File: config.mk
export PLATFORM = sky130hd
export DESIGN_NAME = shift_add_sequential_multiplier_flat
export DESIGN_NICKNAME = d
export VERILOG_FILES = /design/src/rtl/shift_add_sequential_multiplier_if.sv /design/src/rtl/shift_add_sequential_multiplier.sv /design/src/flat_wrapper.sv
export SDC_FILE = /design/constraint.sdc
export NUM_CORES = 1
export LEC_CHECK = 0
export BUFFER_PORTS_ARGS = -buffer_cell sky130_fd_sc_hd__buf_4
export CELL_PAD_IN_SITES_DETAIL_PLACEMENT = 1
export CELL_PAD_IN_SITES_GLOBAL_PLACEMENT = 1
export CORE_MARGIN = 4
export CORE_UTILIZATION = 47
export DETAILED_ROUTE_END_ITERATION = 10
export PLACE_DENSITY_LB_ADDON = 0.1
export SLEW_MARGIN = 20
export SYNTH_ARGS = -nofsm -noshare
export SYNTH_HDL_FRONTEND = slang
export SYNTH_SLANG_ARGS = --single-unit
File: constraint.sdc
create_clock -name clk -period 10.83 [get_ports clk]
set_clock_uncertainty 0.15 [all_clocks]
set_input_delay 1.083 -clock clk [delete_from_list [all_inputs] [get_ports clk]]
set_output_delay 1.083 -clock clk [all_outputs]
set_load 0.01 [all_outputs]
File: src/rtl/shift_add_sequential_multiplier_if.sv
// Operand/result bundle for the 32x32 shift-and-add / Booth multiplier.
interface shift_add_sequential_multiplier_if;
  logic               load;
  logic               sign_multiplicand;
  logic               sign_multiplier;
  logic        [31:0] multiplicand;
  logic        [31:0] multiplier;
  logic signed [31:0] signed_multiplicand;
  logic signed [31:0] signed_multiplier;
  logic        [31:0] result;
  logic signed [31:0] signed_result;
  logic               done;

  modport master (
    output load, sign_multiplicand, sign_multiplier,
    output multiplicand, multiplier, signed_multiplicand, signed_multiplier,
    input  result, signed_result, done
  );

  modport slave (
    input  load, sign_multiplicand, sign_multiplier,
    input  multiplicand, multiplier, signed_multiplicand, signed_multiplier,
    output result, signed_result, done
  );
endinterface

File: src/rtl/shift_add_sequential_multiplier.sv
// Radix-2 sequential multiplier: unsigned shift-and-add with an optional parallel
// signed Booth path. 32 iterations per operation; results are the low 32 product bits.
module shift_add_sequential_multiplier #(
  parameter bit sign_op = 1'b1
) (
  input logic                               clk,
  input logic                               rst,
  shift_add_sequential_multiplier_if.slave  bus
);

  typedef enum logic [1:0] {S_IDLE, S_BUSY, S_DONE} state_t;

  state_t      r_state, w_state_nxt;
  logic        w_iter, w_finish;
  logic [5:0]  r_count;

  logic [63:0] partial_product;
  logic [31:0] multiplier_reg;
  logic [31:0] r_multiplicand;
  logic [32:0] w_sum;

  logic [32:0] signed_partial_product;
  logic [32:0] multiplier_booth_recoded;
  logic [32:0] r_signed_multiplicand;
  logic        r_q_m1;
  logic [32:0] w_bacc;

  logic [31:0] r_result;
  logic [31:0] r_signed_result;
  logic        r_done;

  always_ff @(posedge clk) begin
    if (rst) r_state <= S_IDLE;
    else     r_state <= w_state_nxt;
  end

  always_comb begin
    w_state_nxt = r_state;
    w_iter      = 1'b0;
    w_finish    = 1'b0;
    case (r_state)
      S_IDLE: if (bus.load) w_state_nxt = S_BUSY;
      S_BUSY: begin
        w_iter = ~bus.load;
        if (bus.load)          w_state_nxt = S_BUSY;
        else if (r_count == 6'd1) w_state_nxt = S_DONE;
      end
      S_DONE: begin
        w_finish    = 1'b1;
        w_state_nxt = bus.load ? S_BUSY : S_IDLE;
      end
      default: w_state_nxt = S_IDLE;
    endcase
  end

  // Carry-out of the upper-half add is shifted back in at the top.
  always_comb begin
    w_sum = {1'b0, partial_product[63:32]};
    if (multiplier_reg[0]) w_sum = w_sum + {1'b0, r_multiplicand};
  end

  always_comb begin
    w_bacc = signed_partial_product;
    case ({multiplier_booth_recoded[0], r_q_m1})
      2'b01:   w_bacc = signed_partial_product + r_signed_multiplicand;
      2'b10:   w_bacc = signed_partial_product - r_signed_multiplicand;
      default: w_bacc = signed_partial_product;
    endcase
  end

  always_ff @(posedge clk) begin
    if (rst) begin
      r_count         <= '0;
      partial_product <= '0;
      multiplier_reg  <= '0;
      r_multiplicand  <= '0;
    end else if (bus.load) begin
      r_count         <= 6'd32;
      partial_product <= '0;
      multiplier_reg  <= bus.multiplier;
      r_multiplicand  <= bus.multiplicand;
    end else if (w_iter) begin
      r_count         <= r_count - 6'd1;
      partial_product <= {w_sum, partial_product[31:1]};
      multiplier_reg  <= {partial_product[0], multiplier_reg[31:1]};
    end
  end

  // Signed path stays cleared when sign_op is off.
  always_ff @(posedge clk) begin
    if (rst || !sign_op) begin
      signed_partial_product   <= '0;
      multiplier_booth_recoded <= '0;
      r_signed_multiplicand    <= '0;
      r_q_m1                   <= 1'b0;
    end else if (bus.load) begin
      signed_partial_product   <= '0;
      multiplier_booth_recoded <= {bus.sign_multiplier & bus.signed_multiplier[31],
                                   bus.signed_multiplier};
      r_signed_multiplicand    <= {bus.sign_multiplicand & bus.signed_multiplicand[31],
                                   bus.signed_multiplicand};
      r_q_m1                   <= 1'b0;
    end else if (w_iter) begin
      signed_partial_product   <= {w_bacc[32], w_bacc[32:1]};
      multiplier_booth_recoded <= {w_bacc[0], multiplier_booth_recoded[32:1]};
      r_q_m1                   <= multiplier_booth_recoded[0];
    end
  end

  // After 32 shifts the low product bits sit in Q[32:1]; Q[0] is the unused sign bit.
  always_ff @(posedge clk) begin
    if (rst) begin
      r_result        <= '0;
      r_signed_result <= '0;
      r_done          <= 1'b0;
    end else begin
      r_done <= w_finish;
      if (w_finish) begin
        r_result        <= partial_product[31:0];
        r_signed_result <= sign_op ? multiplier_booth_recoded[32:1] : 32'd0;
      end
    end
  end

  assign bus.result        = r_result;
  assign bus.signed_result = r_signed_result;
  assign bus.done          = r_done;

endmodule

File: src/flat_wrapper.sv
// flat-port wrapper written by rule: the top's interface ports become plain ports
module shift_add_sequential_multiplier_flat 
#(
  parameter bit sign_op = 1'b1
)
  (clk, rst, bus_load, bus_sign_multiplicand, bus_sign_multiplier, bus_multiplicand, bus_multiplier, bus_signed_multiplicand, bus_signed_multiplier, bus_result, bus_signed_result, bus_done);
  shift_add_sequential_multiplier_if bus_i ();
  input logic clk;
  input logic rst;
  input wire logic [$bits(bus_i.load)-1:0] bus_load;
  input wire logic [$bits(bus_i.sign_multiplicand)-1:0] bus_sign_multiplicand;
  input wire logic [$bits(bus_i.sign_multiplier)-1:0] bus_sign_multiplier;
  input wire logic [$bits(bus_i.multiplicand)-1:0] bus_multiplicand;
  input wire logic [$bits(bus_i.multiplier)-1:0] bus_multiplier;
  input wire logic [$bits(bus_i.signed_multiplicand)-1:0] bus_signed_multiplicand;
  input wire logic [$bits(bus_i.signed_multiplier)-1:0] bus_signed_multiplier;
  output wire logic [$bits(bus_i.result)-1:0] bus_result;
  output wire logic [$bits(bus_i.signed_result)-1:0] bus_signed_result;
  output wire logic [$bits(bus_i.done)-1:0] bus_done;
  assign bus_i.load = bus_load;
  assign bus_i.sign_multiplicand = bus_sign_multiplicand;
  assign bus_i.sign_multiplier = bus_sign_multiplier;
  assign bus_i.multiplicand = bus_multiplicand;
  assign bus_i.multiplier = bus_multiplier;
  assign bus_i.signed_multiplicand = bus_signed_multiplicand;
  assign bus_i.signed_multiplier = bus_signed_multiplier;
  assign bus_result = bus_i.result;
  assign bus_signed_result = bus_i.signed_result;
  assign bus_done = bus_i.done;
  shift_add_sequential_multiplier #(.sign_op(sign_op)) u_core (.clk(clk), .rst(rst), .bus(bus_i));
endmodule
==> results.sh <==
export IMPL_r2r_end="u_core.signed_partial_product[28]"
export IMPL_first_global_vias=14738
export IMPL_min_period_ns=5.13
export IMPL_critPathArrivalTime_ns=5.40
export IMPL_r2r_cells=17
export IMPL_portBuffers=197
export IMPL_dr_pass1_iters=5
export IMPL_drtIter0Drc=702
export IMPL_globalRouteOverflowTotal=0
export IMPL_postCtsResizedCells=0
export IMPL_path_max_fanout=6
export IMPL_nets=2280
export IMPL_cts_buffer_depth=3
export IMPL_critPathRequiredTime_ns=11.10
export IMPL_r2r_setup_slack_ns=5.70
export IMPL_ff_latch_area_um2=6010
export IMPL_synth_edf_count=0
export IMPL_yosys_warnings=0
export IMPL_rsz0062_at_grt="false"
export IMPL_post_route_util_pct=56.3
export IMPL_syn_inst=1952
export IMPL_crit_path_end="u_core.signed_partial_product[28]"
export IMPL_cts_root_buffer_cell="clkbuf_16"
export IMPL_cap_violations=0
export IMPL_status="finished, final reports clean"
export IMPL_io_pins=198
export IMPL_worstHoldPathType="reg -> reg"
export IMPL_synth_seq_cells=300
export IMPL_worst_pin_slew_ns=1.05
export IMPL_area_growth_pct=18.3
export IMPL_fp_dieArea_um2=35900
export IMPL_criticalPathCategory="reg -> reg"
export IMPL_rr_startpoint="u_core.r_signed_multiplicand[2]"
export IMPL_layout_cells_non_filler=2542
export IMPL_yosysSeqAreaShare_pct=38.8
export IMPL_coreArea_um2=32500
export IMPL_cts_htree_levels=2
export IMPL_fill_cells=4027
export IMPL_via_count=14342
export IMPL_drive_gt1_share_pct=15.0
export IMPL_row_count=66
export IMPL_routed_wl_um=44700
export IMPL_finalSetupViolCount=0
export IMPL_grt_max_degree=117
export IMPL_regMostFlops="u_core.partial_product"
export IMPL_synthArstFlopShare_pct=0
export IMPL_track_usage_pct=24.2
export IMPL_post_cts_buffers=0
export IMPL_p_total_mw=2.70
export IMPL_path_clk_slew_ns=0.06
export IMPL_syn_avg_cell_area_um2=7.93
export IMPL_multiInputGateArea_um2=8920
export IMPL_holdBufCountCts=0
export IMPL_cts_tree="done"
export IMPL_antenna_found_initial=1
export IMPL_end_kind="flip-flop"
export IMPL_dp_cells=2481
export IMPL_hold_violations=0
export IMPL_antenna_left=0
export IMPL_relSlewSlack_pct=29.7
export IMPL_max_freq_ghz=0.195
export IMPL_vias_per_cell=5.64
export IMPL_wl_per_cell_um=17.6
export IMPL_min_period_over_period_pct=47.3
export IMPL_drc=0
export IMPL_die_height_um=190
export IMPL_largest_reg_flops=64
export IMPL_finalMaxSlewViolations=0
export IMPL_grt_pass1_wl_um=73700
export IMPL_ys_flop_type="dfxtp_1"
export IMPL_powerDensity_nw_per_um2=148
export IMPL_cts_buffers_inserted=36
export IMPL_cp_startpoint="u_core.r_signed_multiplicand[2]"
export IMPL_synthTopCellsByArea="dfxtp_1 (39%), a21oi_1 (10%), nand2_1 (8.3%)"
export IMPL_start_util_pct=47.6
export IMPL_leakage_nw=7.72
export IMPL_die_w_um=190
export IMPL_gp_congestion=0.831
export IMPL_critPathLaunchType="flip-flop"
export IMPL_hpwlAfterDp_um=29800
export IMPL_clk_latency_ns=0.54
export IMPL_top_regs="u_core.partial_product x64, u_core.multiplier_booth_recoded x33, u_core.r_signed_multiplicand x33"
export IMPL_clock_sinks=300
export IMPL_synth_top_area_share_pct=38.8
export IMPL_synthesis_area_um2=15500
export IMPL_yosysTopAreaCell="dfxtp_1"
export IMPL_fin_setup_tns_ns=0
export IMPL_mappedNetlistNets=2155
export IMPL_ir_drop_v=0.000115
export IMPL_synth_distinct_cells=77
-- critical path, cell delays in order, from the launching register on --
cell and delay, ns:
dfxtp_1 0.36, or4_1 0.56, nor3_1 0.30, nor4b_2 0.56
nand2_1 0.18, nor2_1 0.25, a21oi_1 0.12, xnor2_1 0.16
ha_1 0.33, and4_1 0.25, nand3_1 0.12, inv_1 0.05
a32o_1 0.26, nor3_2 0.37, a21oi_1 0.19, o41ai_1 0.40
xor2_1 0.13, o41ai_1 0.29
-- Yosys cell counts, drive strengths merged (31+ instances only) --
library cell,number
nand2,344
a21oi,316
dfxtp,300
nor2,219
clkbuf,97
mux2i,86
ha,68
o21ai,63
xnor2,60
a21o,46
inv,33
nor3,31
-- cells by family (layout without fill, tap and decap cells) --
family,after synthesis,count (layout),synth area share [%]
and+or+nand+nor,688,688,18.9
AOI/OAI and AO/OA,573,573,22.6
DFF,300,300,38.8
buffers and inverters,157,304,3.89
muxes,89,89,5.78
xor gates and xnor gates,75,75,4.29
adders and majority gates,70,70,5.75
other,0,1,0
-- area by class of cell --
type | count | area share, %
tap | 442 | 3.02
antenna | 1 | 0.0137
clock buffer | 51 | 5.66
inverter | 33 | 0.676
sequential | 300 | 32.8
timing repair buffer | 211 | 8.72
multi-input combinational | 1495 | 48.7
clock inverter | 9 | 0.423
-- layer usage --
metal / up-vias / part of all wire [%] / global-route usage [%]
met5: - / 0 / 0
met4: 0 / 1.9 / 6.32
met3: 54 / 3.8 / 3.61
met2: 223 / 49 / 42.3
met1: 6991 / 46 / 31.4
li1: 7074 / - / -
-- how the worst min path moves through the flow --
stage / startpoint / end / slack (ns) / depth (start not counted)
finish: u_core.bus.result[20] / u_core.bus.result[20] / 0.30 / 2
detailed placement: u_core.bus.signed_result[1] / u_core.bus.signed_result[1] / 0.30 / 2
CTS: u_core.bus.signed_result[1] / u_core.bus.signed_result[1] / 0.31 / 2
floorplan: u_core.r_q_m1 / u_core.r_q_m1 / 0.29 / 2
global route: u_core.bus.signed_result[1] / u_core.bus.signed_result[1] / 0.32 / 2
global placement: u_core.r_q_m1 / u_core.r_q_m1 / 0.29 / 2
-- report_power, final --
part           switching [mW]  total [mW]  internal [mW]
logic                   0.220       0.379          0.159
clock network           0.480        1.15          0.669
registers              0.0342        1.18           1.14
-- stage by stage --
| step | instance area (um2) | setup slack, ns | hold WS, ns |
|---|---|---|---|
| final | 18300 | 5.70 | 0.304 |
| after global routing | 18300 | 5.29 | 0.322 |
| after CTS | 18300 | 5.70 | 0.306 |
| after detailed placement | 17200 | 5.71 | 0.297 |
| after global placement | 17200 | 5.93 | 0.292 |
| after floorplan | 15500 | 6.53 | 0.286 |
-- cells in the final DEF, fill, tap and decap left out, types with 15 or more instances in the layout --
cell type / count
nand2_1: 344
a21oi_1: 313
dfxtp_1: 300
nor2_1: 217
buf_4: 208
mux2i_1: 86
ha_1: 67
xnor2_1: 59
o21ai_0: 58
a21o_1: 46
clkbuf_16: 36
inv_1: 33
nor3_1: 29
a211oi_1: 24
o221a_2: 21
a31oi_1: 20
nand3_1: 16
o211ai_1: 15
xor2_1: 15
No activity file was read; power rests on OpenSTA's default activity.
